--- src/rtl/ifs_ctrl.sv ---
// ifs_ctrl: CAN interframe-space sequencer. It steers the shared bit counter through the
// integration, intermission, suspend and idle phases, and it grants transmission start.
`timescale 1ns/1ps
`default_nettype none

module ifs_ctrl #(
  parameter int CNT_W      = 7,
  parameter int INTER_BITS = 3,
  parameter int SUSP_BITS  = 8,
  parameter int IDLE_BITS  = 11
) (
  input  logic             clock,
  input  logic             reset,
  input  logic             Prescale_EN,
  input  logic             sample_pt,
  input  logic             rx_bit,
  input  logic             frame_end,
  input  logic             susp_req,
  input  logic             tx_req,
  input  logic [CNT_W-1:0] counto,
  output logic             cnt_inc,
  output logic             cnt_rst_n,
  output logic             bus_idle,
  output logic             tx_start,
  output logic             sof_detect,
  output logic             overload_req,
  output logic [2:0]       ifs_state
);

  typedef enum logic [2:0] {
    S_INTEG = 3'd0,
    S_BUSY  = 3'd1,
    S_INTER = 3'd2,
    S_SUSP  = 3'd3,
    S_IDLE  = 3'd4
  } state_e;

  // Last bit index of each counted phase; the >= compares tolerate an overrunning counter
  localparam logic [CNT_W-1:0] IDLE_LAST  = CNT_W'(IDLE_BITS - 1);
  localparam logic [CNT_W-1:0] INTER_LAST = CNT_W'(INTER_BITS - 1);
  localparam logic [CNT_W-1:0] SUSP_LAST  = CNT_W'(SUSP_BITS - 1);

  state_e state_q, state_d;
  logic   susp_pend_q, susp_pend_d;
  logic   cnt_inc_q, cnt_inc_d;
  logic   cnt_rst_n_q, cnt_rst_n_d;
  logic   bus_idle_q, bus_idle_d;
  logic   tx_start_q, tx_start_d;
  logic   sof_q, sof_d;
  logic   ovl_q, ovl_d;

  always_comb begin
    state_d     = state_q;
    susp_pend_d = susp_pend_q;
    cnt_inc_d   = 1'b0;
    cnt_rst_n_d = 1'b1;
    tx_start_d  = 1'b0;
    sof_d       = 1'b0;
    ovl_d       = 1'b0;

    unique case (state_q)
      S_INTEG: begin
        if (sample_pt) begin
          if (!rx_bit) begin
            cnt_rst_n_d = 1'b0;
          end else begin
            cnt_inc_d = 1'b1;
            if (counto >= IDLE_LAST) state_d = S_IDLE;
          end
        end
      end

      S_BUSY: begin
        cnt_rst_n_d = 1'b0;
        if (frame_end) begin
          state_d     = S_INTER;
          susp_pend_d = susp_req;
        end
      end

      S_INTER: begin
        if (sample_pt) begin
          if (!rx_bit) begin
            state_d     = S_BUSY;
            cnt_rst_n_d = 1'b0;
            if (counto < INTER_LAST) begin
              ovl_d = 1'b1;
            end else begin
              sof_d      = 1'b1;
              tx_start_d = tx_req && !susp_pend_q;
            end
          end else if (counto >= INTER_LAST) begin
            if (susp_pend_q) begin
              state_d     = S_SUSP;
              cnt_rst_n_d = 1'b0;
            end else if (tx_req) begin
              state_d     = S_BUSY;
              tx_start_d  = 1'b1;
              cnt_rst_n_d = 1'b0;
            end else begin
              state_d   = S_IDLE;
              cnt_inc_d = 1'b1;
            end
          end else begin
            cnt_inc_d = 1'b1;
          end
        end
      end

      S_SUSP: begin
        // A frame started by another node pre-empts our deferred transmission
        if (sample_pt) begin
          if (!rx_bit) begin
            state_d     = S_BUSY;
            sof_d       = 1'b1;
            cnt_rst_n_d = 1'b0;
          end else if (counto >= SUSP_LAST) begin
            susp_pend_d = 1'b0;
            if (tx_req) begin
              state_d     = S_BUSY;
              tx_start_d  = 1'b1;
              cnt_rst_n_d = 1'b0;
            end else begin
              state_d   = S_IDLE;
              cnt_inc_d = 1'b1;
            end
          end else begin
            cnt_inc_d = 1'b1;
          end
        end
      end

      S_IDLE: begin
        if (sample_pt) begin
          if (!rx_bit) begin
            state_d     = S_BUSY;
            sof_d       = 1'b1;
            cnt_rst_n_d = 1'b0;
          end else if (tx_req) begin
            state_d     = S_BUSY;
            tx_start_d  = 1'b1;
            cnt_rst_n_d = 1'b0;
          end
        end
      end

      default: begin
        state_d     = S_INTEG;
        cnt_rst_n_d = 1'b0;
      end
    endcase

    bus_idle_d = (state_d == S_IDLE);
  end

  always_ff @(posedge clock or negedge reset) begin
    if (!reset) begin
      state_q     <= S_INTEG;
      susp_pend_q <= 1'b0;
      cnt_inc_q   <= 1'b0;
      cnt_rst_n_q <= 1'b0;
      bus_idle_q  <= 1'b0;
      tx_start_q  <= 1'b0;
      sof_q       <= 1'b0;
      ovl_q       <= 1'b0;
    end else if (Prescale_EN) begin
      state_q     <= state_d;
      susp_pend_q <= susp_pend_d;
      cnt_inc_q   <= cnt_inc_d;
      cnt_rst_n_q <= cnt_rst_n_d;
      bus_idle_q  <= bus_idle_d;
      tx_start_q  <= tx_start_d;
      sof_q       <= sof_d;
      ovl_q       <= ovl_d;
    end
  end

  assign cnt_inc      = cnt_inc_q;
  assign cnt_rst_n    = cnt_rst_n_q;
  assign bus_idle     = bus_idle_q;
  assign tx_start     = tx_start_q;
  assign sof_detect   = sof_q;
  assign overload_req = ovl_q;
  assign ifs_state    = state_q;

endmodule

`default_nettype wire

--- config.mk ---
export PLATFORM = sky130hd
export DESIGN_NAME = ifs_ctrl
export DESIGN_NICKNAME = d
export VERILOG_FILES = /design/src/rtl/ifs_ctrl.sv
export SDC_FILE = /design/constraint.sdc
export NUM_CORES = 1
export LEC_CHECK = 0
export BUFFER_PORTS_ARGS = -buffer_cell sky130_fd_sc_hd__buf_2
export CAP_MARGIN = 20
export CORE_ASPECT_RATIO = 1.4
export CORE_MARGIN = 2
export CORE_UTILIZATION = 37
export CTS_CLUSTER_SIZE = 40
export DETAILED_ROUTE_END_ITERATION = 8
export PLACE_DENSITY = 0.66
export SETUP_SLACK_MARGIN = 0.15
export SLEW_MARGIN = 30
export SYNTH_ARGS = -nofsm -noshare
export SYNTH_HDL_FRONTEND = slang
export SYNTH_SLANG_ARGS = --single-unit
--- constraint.sdc ---
create_clock -name clock -period 3.88 [get_ports clock]
set_clock_uncertainty 0.05 [all_clocks]
set_input_delay 0.582 -clock clock [delete_from_list [all_inputs] [get_ports clock]]
set_output_delay 0.582 -clock clock [all_outputs]
set_load 0.02 [all_outputs]
# Word-level counts from Yosys, hierarchy flattened
# Index checks and enable logic that the tools add are counted.
[totals] regBits=10 output_inout_bits=9
[op_classes] magnitude_cmp=4 eq_ne=9 muxes=60 n_reduce_logical=6
[op_table] operator="$mux W3" n=15
[op_table] operator="$mux W1" n=39
[op_table] operator="$pmux W3 S5" n=1
[op_table] operator="$ne A2 B2 Y1 const B" n=4
[op_table] operator="$ge A7 B2 Y1 const B" n=1
[op_table] operator="$ge A7 B3 Y1 const B" n=1
[op_table] operator="$ge A7 B4 Y1 const B" n=1
[op_table] operator="$lt A7 B2 Y1 const B" n=1
[op_table] operator="$eq A3 B2 Y1 const B" n=2
[op_table] operator="$eq A3 B3 Y1 const B" n=2
[op_table] operator="$pmux W1 S3" n=2
[op_table] operator="$reduce_and A6 Y1" n=1
[op_table] operator="$pmux W1 S2" n=2
[op_table] operator="$pmux W1 S4" n=1
[op_table] operator="$eq A3 B1 Y1 const B" n=1
[op_table] operator="$logic_not A3 Y1" n=1
[op_table] operator="$reduce_bool A2 Y1" n=1
[op_table] operator="$reduce_or A2 Y1" n=1
[op_table] operator="$logic_and A1 B1 Y1" n=1
[op_table] operator="$logic_not A1 Y1" n=1

# Logic depth before layout (Yosys ltp)
# Gate-level depths: netlist (run 1).
[logic_depth] depth_word=7 ltp_mapped=5 mapped_depth_nobuf=4

# Least setup slack after synthesis (run 1)
# Ideal clock, no wire load.
[synth_timing] kind="input port to flip-flop" from="input counto[3]" to="register state_q[0], in the netlist ifs_state[0]" setup_ps=126 arrival_ps=1380 required_time_ps=3704 setup_slack_ps=2324 cell_stages=4 path_buffers=0 path_cell_list="nor4b_2 > a211oi_2 > and3_1 > a221o_1"
[synth_between] elab_chain_cells=5 word_cells_on_any_way=13
[synth_rtl] item="from (decl)" line_no="20" text="input logic [CNT_W-1:0] counto,"
[synth_rtl] item="$ge A7 B3 Y1 (tied with other cells)" line_no="117" text="end else if (counto >= SUSP_LAST) begin"
[synth_rtl] item="$mux W3, on equally long branches" line_no="117, 68, 92"
[synth_rtl] item="$mux W3, on equally long branches" line_no="113, 64, 83"
[synth_rtl] item="$mux W3, on equally long branches" line_no="112, 63, 82"
[synth_rtl] item="$pmux W3 S5 *" line_no="61" text="unique case (state_q)"
[synth_rtl] item="to (signal assigned)" line_no="167" text="state_q <= state_d;"
[synth_rtl] item="to (decl)" line_no="43" text="state_e state_q, state_d;"
# Every way passes the cells marked *; elsewhere a longest branch is shown, timed or not.
# A chain may end at the register's enable or synchronous reset.

# Final worst setup path (run 1)
[layout_timing] from="register state_q[2], in the netlist ifs_state[2]" to="output ifs_state[2]"
[layout_lines] item="to (decl)" line_no="27" text="output logic [2:0] ifs_state"
# No word-level cell between the ends.

==> reports/qor.yml, run 1 <==
place:
  place_area_um2: 927
  io_buffers: 23
  preCtsSetupSlack_ns: 2.04
  place_congestion: 0.844
  place_hpwl_um: 1660
critical_path:
  crit_path_max_fanout: 15
  cpPeakStageDelay_ns: 0.63
  cp-end-kind: "primary output"
  reg2reg_slack_ns: 2.19
  cp_num_buf_inv: 1
  worstSetupPathType: "flop to primary output"
  path_delay_family: "flip-flops"
  crit_path_top_delay_cell: "dfrtp_1"
  setup.worst_path.start_class: "flop"
  cp.required_ns: 3.25
  arrival_ns: 1.16
  cp_cell_sequence: "buf_2"
synth:
  synth_flop_cell: "dfrtp_1"
  synth_area_leaders: "dfrtp_1, nand2_1, a21oi_1"
  synth_top_cell_by_area: "dfrtp_1"
  synth_edf_count: 0
  async_flop_share_pct: 100
  synth-seq-cells: 10
  avgSynthCellArea_um2: 8.38
  synth_cell_types: 40
  synth_common_cells: "dfrtp_1, nand2_1, a21oi_1"
  synth_nets: 112
  ys.warnings.count: 0
  netlist_area_um2: 813
  ys_seq_area_share_pct: 30.8
  synth_top_cell_area_share_pct: 30.8
  synthesis.instances: 97
power_and_ir_drop:
  p_int_uw: 300
  p_clk_share_pct: 18.2
  leakage_uw: 0.000432
  netSwitchingFraction_pct: 45.5
  switching_power_uw: 250
  power.density_nw_per_um2: 571
  comb_power_share_pct: 44.8
  power_frac_seq_pct: 37.1
  peakVddDrop_uv: 206
timing:
  slew_viol_final: 0
  setup_violations: 0
  fin_tns_setup_ns: 0
  max_slew_margin_pct: 69.9
  post-route-min-period_ns: 1.79
  worst_slack_ns: 2.09
  worstMarginPinSlew_ns: 0.452
  rsz0062_at_grt: "no"
  max_freq_mhz: 559
  fin_crit_sh_pct: 46.1
  hold_viol: 0
drt:
  vias_per_cell: 6.20
  detail-route-antenna-nets: 0
  wl_um: 2320
  drc: 0
  drt-initial-drc-count: 46
  vias: 868
  drt_pass1_iterations: 4
  wl_per_cell_um: 16.6
final_layout:
  final_core_util_pct: 45.3
  num-nets-final: 134
  area_delta_synth_final_pct: 18.5
  stdcell_area_um2: 963
  drive_gt1_share_pct: 30.5
  diodes: 0
floorplanning:
  num_rows: 20
  core-area_um2: 2130
  start_util_pct: 38.2
  die_h_um: 59.5
  io_pins: 24
  die_width_um: 43.6
  dieArea_um2: 2590
cts:
  cts_setup_buffers: 0
  clk_pin_slew_ns: 0.08
  numCtsBuffers: 3
  cts_buffer_depth: 2
  clk_latency_ns: 0.27
  hold_buffers: 0
  cts.repair.resized: 0
  clkSinkCount: 10
  cts_tree: "built"
  cts-root-buf: "clkbuf_4"
  htreeDepth: 1
run:
  cap_viol_max_count: 0
global_route:
  grt_pass1_wl_um: 3590
  grt_pass1_vias: 743
  grt_start_max_net_pins: 16
  grt_remaining_overflow: 0
  antenna_found_initial: 0
  track_usage_pct: 18.5
min_path:
  hp-class: "input pin to asynchronous set/reset pin"
run_status:
  status: "complete, no violations"
[power by group through the flow]
stage / Combinational (uW) / Clock (uW) / Sequential (uW)
2_1_floorplan: 164 / 0 / 207
3_5_place_dp: 244 / 0 / 204
6_report: 246 / 99.9 / 204
5_1_grt: 268 / 103 / 211
3_3_place_gp: 241 / 0 / 203
4_1_cts: 245 / 101 / 202
[stage by stage]
stage | cells | power [uW] | hold slack, ns
finish | 140 | 550 | 0.115
floorplan | 97 | 371 | 0.236
global route | 140 | 582 | 0.124
detailed placement | 136 | 448 | 0.418
global placement | 136 | 445 | 0.411
CTS | 140 | 548 | 0.118
[sequential cells by signal, indices dropped and copies added (netlist names)]
name          count
cnt_inc           1
cnt_rst_n         1
bus_idle          1
susp_pend_q       1
sof_detect        1
ifs_state         3
overload_req      1
tx_start          1
[path summary, 6_finish.rpt]
kind / from / to / cells after the start
min in group clock: overload_req / overload_req / 2
worst max register to register: ifs_state[2] / ifs_state[0] / 4
max in group asynchronous: reset / ifs_state[0] / 1
worst min-delay path: reset / ifs_state[2] / 1
worst min register to register: overload_req / overload_req / 2
worst max-delay path: ifs_state[2] / ifs_state[2] / 1
[placed cells by master, fill, tap and decap left out, drive strengths merged, types with 2 or more instances in the layout]
cell     netlist  routed
buf            5      23
nand2         10      10
dfrtp         10      10
o21ai          9       9
a21oi          7       7
nand3          6       6
nor2           4       4
clkbuf         1       4
nor3           4       4
inv            3       3
and3           3       3
nand4b         3       3
a211oi         2       2
nand3b         2       2
o2111ai        2       2
a211o          2       2
nor2b          2       2
nand2b         2       2
nand4          2       2
nor4b          2       2
a21bo          2       2
[layout make-up]
class                           count  area [um2]
Fill cell                         206        1160
Multi-Input combinational cell     78         523
Sequential cell                    10         250
Timing Repair Buffer               23         115
Clock buffer                        4        36.3
Tap cell                           22        27.5
Inverter                            3        11.3
[kinds of logic (layout without fill, tap and decap cells)]
kind of cell | count (synthesis) | count (layout) | share of synthesized area, %
flip-flops | 10 | 10 | 30.8
AND/OR/NAND/NOR | 45 | 45 | 35.1
AO/OA/AOI/OAI | 32 | 32 | 28.0
buffers and inverters | 9 | 30 | 4.92
adder cells (fa/ha/maj) | 1 | 1 | 1.23
[metal layers]
metal	up-vias	routed length, um	track usage [%]
met3	4	163	1.83
met5	-	0	0
met4	0	30	9.09
met2	50	1170	29.4
met1	399	957	24.7
li1	415	-	-
(Power assumes the default switching activity.)
==> run 2: changes to the inputs <==
--- a/config.mk
+++ b/config.mk
@@ -12,7 +12,7 @@
 export CORE_UTILIZATION = 37
 export CTS_CLUSTER_SIZE = 40
 export DETAILED_ROUTE_END_ITERATION = 8
-export PLACE_DENSITY = 0.66
+export PLACE_DENSITY = 0.69
 export SETUP_SLACK_MARGIN = 0.15
 export SLEW_MARGIN = 30
 export SYNTH_ARGS = -nofsm -noshare
==> constraint.sdc (replaced) <==
create_clock -name clock -period 1.5 [get_ports clock]
set_clock_uncertainty 0.05 [all_clocks]
set_input_delay 0.225 -clock clock [delete_from_list [all_inputs] [get_ports clock]]
set_output_delay 0.225 -clock clock [all_outputs]
set_load 0.02 [all_outputs]
==> run 2 against run 1 <==
  * Sequential cell count unchanged
  * Count of clock-buffer cells in the layout stayed put
  * Sequential share of layout area shrank 3.1 points
  * Combinational power grew to 3.9 times the previous value
  * Cell area rose by 15%
==> reports/qor.yml, run 2 (synthesis results as in run 1) <==
final_layout:
  regArea_um2: 254
  layout_commonest_cell: "buf_2"
  multi_input_area_um2: 557
  num-nets-final: 148
  layout_common_cells: "buf_2, buf_4, nand2_1, dfrtp_1"
  diodes: 0
  fillerInstances: 212
  drive_gt1_share_pct: 43.2
  stdcell_area_um2: 1110
  area_delta_synth_final_pct: 36.3
  largest_reg_flops: 3
min_path:
  min_path_cells: 2
  hp-class: "input pin to flop"
cts:
  cts-root-buf: "clkbuf_4"
  htreeDepth: 1
  clkSinkCount: 10
  cts_tree: "built"
  numCtsBuffers: 3
  clk_latency_ns: 0.27
  clk_pin_slew_ns: 0.07
  cts_buffer_depth: 2
critical_path:
  crit_path_max_fanout: 5
  cp.required_ns: 1.64
  cp-end-kind: "flop"
  arrival_ns: 1.64
  setup.worst_path.start_class: "flop"
  cpPeakStageDelay_ns: 0.45
  worstSetupPathType: "flop to flop"
  cp_cell_sequence: "or3b_4 > a211oi_2 > o2111ai_1 > nand3_1"
  crit_path_top_delay_cell: "or3b_4"
  rr_worst_depth: 4
timing:
  max_freq_mhz: 670
  hold_viol: 0
  worstMarginPinSlew_ns: 0.517
  fin_crit_sh_pct: 99.5
  slew_viol_final: 0
  rsz0062_at_grt: "yes"
  max_slew_margin_pct: 65.2
  hold_ws_ns: 0.138
  post-route-min-period_ns: 1.49
  fin_tns_setup_ns: 0
  setup_violations: 0
floorplanning:
  num_rows: 20
  die_h_um: 59.5
  die_width_um: 43.6
  io_pins: 24
  start_util_pct: 38.2
  dieArea_um2: 2590
  core-area_um2: 2130
run:
  cap_viol_max_count: 0
drt:
  wl_um: 2500
  drt-initial-drc-count: 28
  vias_per_cell: 6.12
  wl_per_cell_um: 16.3
  drt_pass1_iterations: 4
  detail-route-antenna-nets: 0
  drc: 0
  vias: 943
global_route:
  grt_remaining_overflow: 0
  grt_pass1_wl_um: 3920
  grt_start_max_net_pins: 11
  grt_pass1_vias: 906
  track_usage_pct: 20.3
  antenna_found_initial: 0
place:
  io_buffers: 23
  place_hpwl_um: 1930
  place_area_um2: 1010
  place_congestion: 0.956
power_and_ir_drop:
  power.density_nw_per_um2: 1480
  leakage_uw: 0.000504
  peakVddDrop_uv: 789
run_status:
  status: "complete, no violations"
==> run 2: cell type report <==
cell class | count | area share (%)
multi-input combinational | 78 | 50.2
sequential | 10 | 22.9
timing repair buffer | 37 | 20.1
clock buffer | 4 | 3.27
tap | 22 | 2.48
inverter | 3 | 1.02
==> run 2: what timing repair did <==
action / in CTS / in global routing
gates resized for setup: 2 / 6
hold buffers: 1 / 0
setup endpoints to repair: 8 / 9
endpoints found under the hold margin: 10 / 0
buffers inserted: 2 / 1
pin swaps: 1 / 2
==> run 2: final timing paths <==
check	slack, ns	end	from
worst max-delay path	0.007	ifs_state[2]	ifs_state[0]
worst min register to register	0.45	cnt_inc	cnt_inc
max in group asynchronous	0.87	ifs_state[2]	reset
worst max register to register	0.007	ifs_state[2]	ifs_state[0]
worst min-delay path	0.14	susp_pend_q	susp_req
min in group asynchronous	0.30	bus_idle	reset
==> run 2: metal layers <==
layer / part of all wire [%] / vias to the layer above / track usage, %
met2: 50 / 51 / 34.2
li1: - / 441 / -
met3: 4.6 / 16 / 2.74
met4: 6.5 / 0 / 17.3
met1: 39 / 435 / 21.7
met5: 0 / - / 0
==> run 2: report_power, final <==
part	total (uW)	internal, uW	switching (uW)
Sequential	439	369	69.3
Combinational	954	426	527
Clock	246	147	99.0
Total	1640	943	696
==> run 2: per-stage QoR <==
step / utilization (%) / setup slack [ns] / std cells / total power [uW]
3_3_place_gp: 47.3 / 0.0240 / 146 / 1300
3_5_place_dp: 47.3 / 0.000658 / 146 / 1310
5_1_grt: 52.1 / -0.0247 / 154 / 1750
6_report: 52.1 / 0.00717 / 154 / 1640
2_1_floorplan: - / 0.0757 / 97 / 983
4_1_cts: 50.6 / 0.0114 / 153 / 1610
==> run 2: worst max-delay path, delay by kind of cell, from the launching register on <==
family,cells,cell delay (ns)
DFF,1,0.42
and+or+nand+nor,2,0.56
AOI/OAI and AO/OA,2,0.38
